===== src/rtl/mult_pkg.sv =====
// Shared types and constants for the shared-multiplier scheduler.
// Controller states and the operand/product widths of the attached multiplier.
package mult_pkg;

    localparam int unsigned MULT_W       = 8;
    localparam int unsigned PROD_W       = 16;
    localparam int unsigned MULT_LAT_DEF = 9;

    typedef enum logic [1:0] {
        IDLE = 2'd0,
        LOAD = 2'd1,
        RUN  = 2'd2,
        RESP = 2'd3
    } state_t;

endpackage


===== src/rtl/rr_arbiter.sv =====
// Combinational round-robin arbiter: grants the first active request at or
// above i_ptr, wrapping past N-1, as a one-hot vector plus its index.
module rr_arbiter #(
    parameter int unsigned N  = 4,
    parameter int unsigned IW = $clog2(N)
) (
    input  logic [N-1:0]  i_req,
    input  logic [IW-1:0] i_ptr,
    output logic [N-1:0]  o_grant,
    output logic [IW-1:0] o_idx,
    output logic          o_any
);

    logic [IW-1:0] w_idx;

    always_comb begin
        o_grant = '0;
        o_idx   = '0;
        o_any   = 1'b0;
        w_idx   = '0;
        for (int unsigned k = 0; k < N; k++) begin
            w_idx = IW'((32'(i_ptr) + k) % N);
            if (!o_any && i_req[w_idx]) begin
                o_any          = 1'b1;
                o_grant[w_idx] = 1'b1;
                o_idx          = w_idx;
            end
        end
    end

endmodule


===== src/rtl/mult_sched.sv =====
// Round-robin scheduler sharing one sequential 8x8 multiplier between N_REQ
// requesters; parks the multiplier in reset except for one computation at a time.
module mult_sched
    import mult_pkg::*;
#(
    parameter int unsigned N_REQ    = 4,
    parameter int unsigned MULT_LAT = MULT_LAT_DEF
) (
    input  logic                        clk,
    input  logic                        rst_n,
    input  logic [N_REQ-1:0]            req_valid,
    input  logic [MULT_W*N_REQ-1:0]     req_a,
    input  logic [MULT_W*N_REQ-1:0]     req_b,
    output logic [N_REQ-1:0]            req_ready,
    output logic                        resp_valid,
    output logic [$clog2(N_REQ)-1:0]    resp_id,
    output logic [PROD_W-1:0]           resp_data,
    input  logic                        resp_ready,
    output logic                        busy,
    output logic                        mult_rst,
    output logic [MULT_W-1:0]           mult_in1,
    output logic [MULT_W-1:0]           mult_in2,
    input  logic [PROD_W-1:0]           mult_out
);

    localparam int unsigned IDW = $clog2(N_REQ);
    localparam int unsigned CW  = $clog2(MULT_LAT + 1);

    state_t              r_state;
    state_t              w_next;
    logic [IDW-1:0]      r_ptr;
    logic [IDW-1:0]      r_id;
    logic [CW-1:0]       r_cnt;
    logic [MULT_W-1:0]   r_a;
    logic [MULT_W-1:0]   r_b;
    logic [PROD_W-1:0]   r_data;

    logic [N_REQ-1:0]    w_grant;
    logic [IDW-1:0]      w_gnt_idx;
    logic                w_any;
    logic [MULT_W-1:0]   w_sel_a;
    logic [MULT_W-1:0]   w_sel_b;

    rr_arbiter #(
        .N  (N_REQ),
        .IW (IDW)
    ) u_arb (
        .i_req   (req_valid),
        .i_ptr   (r_ptr),
        .o_grant (w_grant),
        .o_idx   (w_gnt_idx),
        .o_any   (w_any)
    );

    assign w_sel_a = req_a[int'(w_gnt_idx)*MULT_W +: MULT_W];
    assign w_sel_b = req_b[int'(w_gnt_idx)*MULT_W +: MULT_W];

    always_ff @(posedge clk or negedge rst_n) begin
        if (!rst_n) begin
            r_state <= IDLE;
        end else begin
            r_state <= w_next;
        end
    end

    // mult_rst is decoded from state so an async reset re-parks the multiplier at once.
    always_comb begin
        w_next     = r_state;
        req_ready  = '0;
        resp_valid = 1'b0;
        busy       = 1'b1;
        mult_rst   = 1'b0;
        case (r_state)
            IDLE: begin
                busy      = 1'b0;
                mult_rst  = 1'b1;
                req_ready = rst_n ? w_grant : '0;
                if (w_any) w_next = LOAD;
            end
            LOAD: w_next = RUN;
            RUN: begin
                if (r_cnt == CW'(MULT_LAT)) w_next = RESP;
            end
            RESP: begin
                resp_valid = 1'b1;
                mult_rst   = 1'b1;
                if (resp_ready) w_next = IDLE;
            end
            default: begin
                w_next   = IDLE;
                mult_rst = 1'b1;
            end
        endcase
    end

    always_ff @(posedge clk or negedge rst_n) begin
        if (!rst_n) begin
            r_ptr  <= '0;
            r_id   <= '0;
            r_cnt  <= '0;
            r_a    <= '0;
            r_b    <= '0;
            r_data <= '0;
        end else begin
            case (r_state)
                IDLE: begin
                    if (w_any) begin
                        r_a  <= w_sel_a;
                        r_b  <= w_sel_b;
                        r_id <= w_gnt_idx;
                        if (w_gnt_idx == IDW'(N_REQ - 1)) r_ptr <= '0;
                        else                              r_ptr <= w_gnt_idx + 1'b1;
                    end
                end
                LOAD: r_cnt <= CW'(1);
                RUN: begin
                    if (r_cnt == CW'(MULT_LAT)) r_data <= mult_out;
                    else                        r_cnt  <= r_cnt + 1'b1;
                end
                default: ;
            endcase
        end
    end

    assign resp_id   = r_id;
    assign resp_data = r_data;
    assign mult_in1  = r_a;
    assign mult_in2  = r_b;

endmodule


===== config.mk =====
export PLATFORM = sky130hd
export DESIGN_NAME = mult_sched
export DESIGN_NICKNAME = d
export VERILOG_FILES = /design/src/rtl/mult_pkg.sv /design/src/rtl/rr_arbiter.sv /design/src/rtl/mult_sched.sv
export SDC_FILE = /design/constraint.sdc
export NUM_CORES = 1
export LEC_CHECK = 0
export ABC_AREA = 1
export ABC_CLOCK_PERIOD_IN_PS = 2400
export CAP_MARGIN = 30
export CORE_MARGIN = 2
export CORE_UTILIZATION = 39
export CTS_CLUSTER_SIZE = 10
export DETAILED_ROUTE_END_ITERATION = 6
export GPL_TIMING_DRIVEN = 0
export MAX_ROUTING_LAYER = met4
export PLACE_DENSITY = 0.74
export RECOVER_POWER = 50
export REMOVE_ABC_BUFFERS = 1
export SYNTH_ARGS = -nofsm -noshare
export SYNTH_HDL_FRONTEND = slang
export SYNTH_SLANG_ARGS = --single-unit
export TNS_END_PERCENT = 30

===== constraint.sdc =====
create_clock -name clk -period 2.4 [get_ports clk]
set_clock_uncertainty 0.1 [all_clocks]
set_input_delay 0.24 -clock clk [delete_from_list [all_inputs] [get_ports clk]]
set_output_delay 0.24 -clock clk [all_outputs]
set_load 0.02 [all_outputs]

### Word-level counts from Yosys, hierarchy flattened

Index checks and enable logic that the tools add are counted.

| storage, ports and cells | value |
|---|---|
| output and inout port bits | 41 |
| register bits | 42 |
| input bits | 87 |

| operators by class | value |
|---|---|
| equal/unequal tests | 9 |
| shift-type cells | 2 |
| multiplexer cells | 40 |
| bitwise gates (word level) | 3 |
| magnitude comparators | 8 |
| add/subtract/negate cells | 5 |
| reductions and logical operators | 17 |

Operators by type and width:

| cell | number |
|---|---|
| $shiftx A32 B6 Y8 | 2 |
| $mux W4 | 7 |
| $mux W2 | 8 |
| $mux W1 | 15 |
| $lt A2 B3 Y1 const B | 4 |
| $or A4 B4 Y4 | 3 |
| $bmux W1 S2 | 4 |
| $demux W1 S2 | 4 |
| $ge A2 B1 Y1 const B | 4 |
| $pmux W2 S4 | 1 |
| $pmux W4 S2 | 1 |
| $logic_and A1 B1 Y1 | 7 |
| $eq A2 B2 Y1 const B | 3 |
| $ne A2 B2 Y1 const B | 3 |
| $reduce_and A2 Y1 | 3 |
| $add A2 B1 Y2 const B | 2 |
| $add A2 B2 Y2 const B | 2 |
| $add A4 B1 Y4 const B | 1 |
| $eq A4 B4 Y1 const B | 1 |
| $logic_not A1 Y1 | 3 |
| $reduce_and A3 Y1 | 1 |
| $eq A2 B1 Y1 const B | 1 |
| $logic_not A2 Y1 | 1 |
| $ne A2 B1 Y1 const B | 1 |
| other kinds (2) | 2 |

### Logic depth before layout (Yosys ltp)

Gate-level depths: netlist (run 1).

| logic depth | value |
|---|---|
| depth in word-level cells | 14 |
| depth in mapped cells | 15 |
| mapped depth without buffers | 14 |

### By module

A second synthesis (run 1) with hierarchy kept.

| second synthesis, totals | value |
|---|---|
| cell total of the unflattened synthesis | 438 |
| area, all modules | 2919.0 µm² |

Modules (own cells, without submodules):

| module | instances | cells each | area an instance (µm²) |
|---|---|---|---|
| mult_sched | 1 | 364 | 2478.6 |
| rr_arbiter | 1 | 74 | 440.4 |

### Worst setup path after synthesis (run 1)

No wires, ideal clock.

| timing | value |
|---|---|
| path kind | register to register |
| from | register r_ptr[0] |
| to | register r_ptr[1] |
| setup time | 123 ps |
| required time | 2177 ps |
| data arrival time | 2116 ps |
| period minus slack after synthesis | 2339 ps |
| slack | 61 ps |
| stages on the path, launching flop included | 15 |
| path through | dfrtp_1 buf_6 inv_6 ha_1 inv_1 nand3_1 nand2_1 a21oi_1 nand2_1 nand3_2 buf_4 inv_2 ha_1 nand2_1 o21ai_1 |

| on the way | value |
|---|---|
| longest elaborated chain between the ends | 14 |
| elaborated cells between the ends (all ways) | 29 |
| those cells by class | add/sub: 4; eq/ne: 1; mux: 17; reduce/logical: 7 |

Ends and longest elaborated chain:

| item | RTL line | source |
|---|---|---|
| start: declaration | mult_sched.sv:31 | `logic [IDW-1:0] r_ptr;` |
| start signal: assignment | mult_sched.sv:112 | `else r_ptr <= w_gnt_idx + 1'b1;` |
| branches (longest 11 deep; another with $add A2 B1 Y2) | -- |  |
| $mux W2 * | rr_arbiter.sv:23 | `if (!o_any && i_req[w_idx]) begin` |
| net u_arb.o_idx[0] | rr_arbiter.sv:10 | `output logic [IW-1:0] o_idx,` |
| $add A2 B1 Y2 / $eq A2 B2 Y1 (equally long branches) | mult_sched.sv:112, mult_sched.sv:111 |  |
| $mux W2 * | mult_sched.sv:111 | `if (w_gnt_idx == IDW'(N_REQ - 1)) r_ptr <= '0;` |

Mark *: on every way through the listed nets, which the timed path passes. The select of a mux whose other input is x is not followed.
A chain may end at the register's enable or synchronous reset.

### Final worst setup path (run 1)

Same ends and word-level chain as after synthesis.

==> out/results.txt, run 1 <==
Violated checks - negative setup slack
DRC violations left - 0
Clk Latency, worst-skew pair - 300 ps
Via count - 3365
Top delay family on crit path - simple AND/OR/NAND/NOR gates
Fin crit share - 100%
Final hold vios - 0
Utilization after layout - 62.6%
IO buf count - 127
PD cells - 1480 nW/um^2
Placed insts - 652
Place WS - -1410 ps
P&R area growth vs syn - 57.8%
Routed WL - 9.55 mm
Worst slew pin tran - 785 ps
CP max FO - 13
Gr usage total - 22.1%
Area after DPL - 4360 um^2
Mapped Cells - 436
Outcome - complete, but fails checks
Row count - 32
Final Instance Area - 4790 um^2
Iteration-0 DRC count of the detailed router - 181
Most used cell along the critical path - nand3_4
Synth unique cells - 35
Relative slew slack - 47.7%
CTS tree - done
Remaining global-route overflow - 0
Die Y - 92.2 um
Leakage power - 0.00245 uW
Max-Cap Viols - 0
DP HPWL - 6.49 mm
Drt via density - 4.91
Synth Area per Inst - 6.96 um^2
Critical path type - flip-flop to flip-flop
Max frequency - 415 MHz
RSZ-0062 raised after global routing - true
Die X - 92.2 um
Antenna cell count - 0
Element type at the critical path end - flip-flop
Slowest CP cell - dfrtp_2
FF+latch count, synth - 42
DR pass1 iterations - 5
First-pass GRT wire length - 14.7 mm
Antenna Nets Post-Route - 0
Sequential fraction of the synthesis area - 34.6%
Worst EP arrival - 2490 ps
Worst hold path class - primary input to asynchronous set/reset pin
CTS buffer count - 5
Nets - 685
Routed WL per cell - 13.9 um
Largest stage delay, worst path - 450 ps
H-tree depth - 2
CTS max path bufs - 2
Vias in the first global route - 3170
Clk sink count - 42
Total I/O pin count - 128
Worst Path Required - 2490 ps
CTS clk-pin slew, worst paths - 90 ps
Initial Util - 39.7%
Initial antenna violation count - 0
Max Slew Vio Count - 0
Largest net degree at the start of global routing - 31
Worst ir drop on vdd - 0.000559 V
Fin cells - 686
Filler Cells Inserted - 659
Post-Synthesis Cell Area - 3040 um^2
Commonest non-fill, non-tap cell in the layout - nand2_1
WP buf/inv - 4
Period minus WS final - 2410 ps
Final Worst Setup Slack - -8.42 ps
CP cell instances - inv_6, buf_12, nand2_2, nand3_4, nand2_4, buf_12, nor2_8, nand3_4, nand3_4, inv_2, ha_1, nand2_1, o21ai_1
Crit path launch type - flip-flop
Clk root buf - clkbuf_8
Setup violators final - 1
Setup TNS - -8.42 ps
Share of cells above drive strength 1 - 13.4%
Gpl congestion - 0.853
Die area - 8510 um^2
Most frequent cells in the layout - nand2_1 (156), clkdlybuf4s50_1 (109), inv_1 (66), nand3_1 (46), dfrtp_1 (40)
CORE AREA - 7650 um^2
YS warnings - 0
-- power by group --
part           leakage (uW)  total [uW]  switching [uW]  internal (uW)
combinational       0.00188        5250            3140           2110
clock             0.0000579         562             256            307
sequential         0.000513        1280             208           1070
-- per-layer routing --
metal | global-route usage, % | vias up | share of wire (%)
met2 | 38.4 | 116 | 53
met1 | 26.3 | 1585 | 40
li1 | - | 1649 | -
met3 | 3.45 | 15 | 4.5
met5 | - | - | 0
met4 | 7.09 | 0 | 2.1
-- stage by stage --
stage / power, uW / hold WS [ps]
6_report: 7090 / 266
3_5_place_dp: 5650 / 62.1
4_1_cts: 6680 / 268
5_1_grt: 7630 / 293
3_3_place_gp: 5540 / 355
2_1_floorplan: 4140 / -156
-- worst paths after layout --
path	startpoint	end	depth (start not counted)	slack, ps
max reg2reg	r_ptr[0]	r_ptr[1]	13	-8
min reg2reg	resp_data[10]	resp_data[10]	2	370
min in group clk	mult_out[5]	resp_data[5]	3	370
max in group asynchronous	rst_n	mult_in1[6]	3	870
max	r_ptr[0]	r_ptr[1]	13	-8
min	rst_n	resp_data[11]	2	270
-- layout make-up --
class / count / area (um^2) / share of cell area (%)
Multi-Input combinational cell: 309 / 1730 / 36.0
Timing Repair Buffer: 152 / 1480 / 31.0
Sequential cell: 42 / 1050 / 22.0
Inverter: 73 / 290 / 6.06
Tap cell: 102 / 128 / 2.66
Clock buffer: 5 / 68.8 / 1.44
Clock inverter: 3 / 40.0 / 0.836
-- Yosys cell counts, drive strengths merged --
cell type,n,area (um^2)
nand2,171,692
inv,73,279
nand3,52,298
dfrtp,42,1050
or2,16,100
ha,15,188
buf,13,86.3
nor2,13,75.1
nand4,12,96.3
o21ai,11,58.8
a21oi,4,20.0
o22ai,4,25.0
a31oi,2,12.5
clkbuf,2,7.51
o31ai,2,15.0
a21boi,1,7.51
mux2,1,11.3
nor3,1,5.00
xor2,1,8.76
-- registers in the layout, indices dropped and copies added (netlist names) --
register and count:
mult_in2 8, r_cnt 4, mult_in1 8, resp_id 2, r_ptr 2, r_state 2, resp_data 16
-- cells by family after synthesis --
logic type,synth area share (%)
AOI/OAI and AO/OA,4.57
xor gates and xnor gates,0.288
adders and majority gates,6.18
buffers and inverters,12.3
DFF,34.6
muxes,0.371
and+or+nand+nor,41.7
-- timing repair --
action                     CTS  global route
pin swaps                    3             9
hold buffers                 1             0
hold endpoints to repair    12             0
setup buffers                9            13
cloned                       2             1
setup endpoints to repair   26            24
resized for setup           30            17
Power figures use the tool's default switching activity.
==> inputs of run 2 (changes only) <==
CAP_MARGIN = 15   (was 30)
==> out/results.txt, run 2 (same netlist as run 1, synthesis figures left out) <==
Max reg flops - 16 (unchanged)
Slowest CP cell - dfrtp_2 (unchanged)
Final Instance Area - 4760 um^2 (was 4790 um^2)
PD cells - 1460 nW/um^2 (was 1480 nW/um^2)
DRC violations left - 0 (unchanged)
RSZ-0062 raised after global routing - true (unchanged)
CTS clk-pin slew, worst paths - 90 ps (about the same)
Fin cells - 687 (was 686)
Routed WL - 9.22 mm (was 9.55 mm)
Antenna Nets Post-Route - 0 (unchanged)
CP cell instances - inv_8, ha_4, buf_4, nand3_1, nand2_2, nand4_4, nor2_1, o31ai_1, inv_1, buf_2 (was inv_6, buf_12, nand2_2, nand3_4, nand2_4, buf_12, nor2_8, nand3_4, nand3_4, inv_2, ha_1, nand2_1, o21ai_1)
Int Pwr - 3410 uW (was 3480 uW)
Clock group share of total power - 8.1% (was 7.9%)
H-tree depth - 2 (unchanged)
Net Sw Frac - 50.8% (about the same)
Setup TNS - 0 ps (was -8.42 ps)
Leakage power - 0.00244 uW (was 0.00245 uW)
Via count - 3262 (was 3365)
Most frequent cells in the layout - nand2_1 (154), clkdlybuf4s50_1 (107), inv_1 (66), nand3_1 (46), dfrtp_1 (40) (was nand2_1 (156), clkdlybuf4s50_1 (109), inv_1 (66), nand3_1 (46), dfrtp_1 (40))
Relative slew slack - 49.0% (was 47.7%)
Placed insts - 651 (was 652)
Gpl congestion - 0.853 (unchanged)
Max-Cap Viols - 0 (unchanged)
Remaining global-route overflow - 0 (unchanged)
Total I/O pin count - 128 (unchanged)
P&R area growth vs syn - 56.9% (was 57.8%)
Area after DPL - 4360 um^2 (about the same)
Die area - 8510 um^2 (unchanged)
Max frequency - 430 MHz (was 415 MHz)
Element type at the critical path end - output pin (was flip-flop)
Commonest non-fill, non-tap cell in the layout - nand2_1 (unchanged)
Fin crit share - 96.9% (was 100%)
Nets - 686 (was 685)
DP HPWL - 6.45 mm (was 6.49 mm)
Row count - 32 (unchanged)
Clk sink count - 42 (unchanged)
Worst hold path class - primary input to asynchronous set/reset pin (unchanged)
Outcome - complete, no violations (was complete, but fails checks)
Clk Latency, worst-skew pair - 300 ps (about the same)
CTS max path bufs - 2 (unchanged)
Vias in the first global route - 3219 (was 3170)
WP buf/inv - 4 (unchanged)
Worst Path Required - 2060 ps (was 2490 ps)
Share of cells above drive strength 1 - 14.2% (was 13.4%)
Sw Pwr - 3520 uW (was 3600 uW)
Critical path type - flip-flop to output pin (was flip-flop to flip-flop)
Initial antenna violation count - 0 (unchanged)
Antenna cell count - 0 (unchanged)
Overall Power - 6930 uW (was 7090 uW)
Drt via density - 4.75 (was 4.91)
Worst slew pin tran - 765 ps (was 785 ps)
Worst EP arrival - 1990 ps (was 2490 ps)
CORE AREA - 7650 um^2 (unchanged)
Iteration-0 DRC count of the detailed router - 92 (was 181)
Final hold vios - 0 (unchanged)
FF-to-FF setup slack - 140 ps (was -8 ps)
Crit path launch type - flip-flop (unchanged)
Gr usage total - 22.4% (was 22.1%)
DR pass1 iterations - 4 (was 5)
Period minus WS final - 2330 ps (was 2410 ps)
Comb power frac - 73.3% (was 74.0%)
CP max FO - 9 (was 13)
Die X - 92.2 um (unchanged)
Sequential share of power - 18.6% (was 18.0%)
IO buf count - 127 (unchanged)
Largest stage delay, worst path - 460 ps (was 450 ps)
CTS tree - done (unchanged)
First-pass GRT wire length - 14.9 mm (was 14.7 mm)
Die Y - 92.2 um (unchanged)
Max Slew Vio Count - 0 (unchanged)
Top delay family on crit path - buffers and inverters (was simple AND/OR/NAND/NOR gates)
Worst ir drop on vdd - 0.000529 V (was 0.000559 V)
Initial Util - 39.7% (unchanged)
CTS buffer count - 5 (unchanged)
Routed WL per cell - 13.4 um (was 13.9 um)
Clk root buf - clkbuf_8 (unchanged)
Largest net degree at the start of global routing - 31 (unchanged)
Setup violators final - 0 (was 1)
## run 2: cell count changes in the layout (fill, tap and decap cells not counted), sizes merged
cell           change
clkdlybuf4s50      -2
dlygate4sd3        +2
buf                +1
## run 2: worst reg2reg max path, stage by stage (launching register included)
cell	delay, ps
dfrtp_2	440
inv_8	70
ha_4	290
buf_4	110
nand2_1	60
nand2_2	80
inv_1	80
nand3_4	190
nand2_8	90
buf_4	160
nor2_4	310
nand3_1	130
nand3_1	100
## run 2: timing repair
| item | 4_1_cts | 5_1_grt |
|---|---|---|
| cloned | 3 | 0 |
| pin swaps | 5 | 7 |
| gates resized for setup | 32 | 14 |
| setup buffers | 10 | 14 |
| setup endpoints to repair | 42 | 40 |
| endpoints found under the hold margin | 12 | 0 |
| hold buffers | 1 | 0 |
## run 2: layout make-up
cell class / instances / area [um^2]
Multi-Input combinational cell: 309 / 1730
Sequential cell: 42 / 1050
Clock buffer: 5 / 68.8
Fill cell: 689 / 2880
Clock inverter: 3 / 40.0
Inverter: 73 / 290
Tap cell: 102 / 128
Timing Repair Buffer: 153 / 1450
## run 2: final timing paths
kind                               start  depth (start not counted)       endpoint
max in group asynchronous          rst_n                          3    mult_in1[6]
hold reg to reg            resp_data[10]                          2  resp_data[10]
setup / recovery                r_ptr[0]                         10   req_ready[3]
setup reg to reg                r_ptr[0]                         12    mult_in1[5]
min in group clk             mult_out[0]                          3   resp_data[0]
hold / removal                     rst_n                          2  resp_data[11]
## run 2: per-layer routing
layer | GRT usage, % | vias to the layer above | wire length, um
li1 | - | 1647 | -
met2 | 38.8 | 85 | 4800
met1 | 27.0 | 1510 | 3860
met3 | 3.04 | 20 | 318
met5 | - | - | 0
met4 | 7.21 | 0 | 244
## run 2: per-stage QoR
step | util, % | worst slack, ps | hold WS [ps]
floorplan | - | -616 | -156
global placement | 56.8 | -1380 | 355
global route | 62.3 | -31.9 | 284
finish | 62.3 | 74.2 | 269
detailed placement | 57.0 | -1440 | 62.6
CTS | 60.8 | -38.9 | 273
## run 2: power by group through the flow
stage | sequential [uW] | clock (uW) | combinational, uW
after CTS | 1280 | 574 | 4890
final | 1290 | 562 | 5080
after detailed placement | 1320 | 0 | 4340
after global routing | 1330 | 604 | 5610
after floorplan | 1630 | 0 | 2510
after global placement | 1310 | 0 | 4230
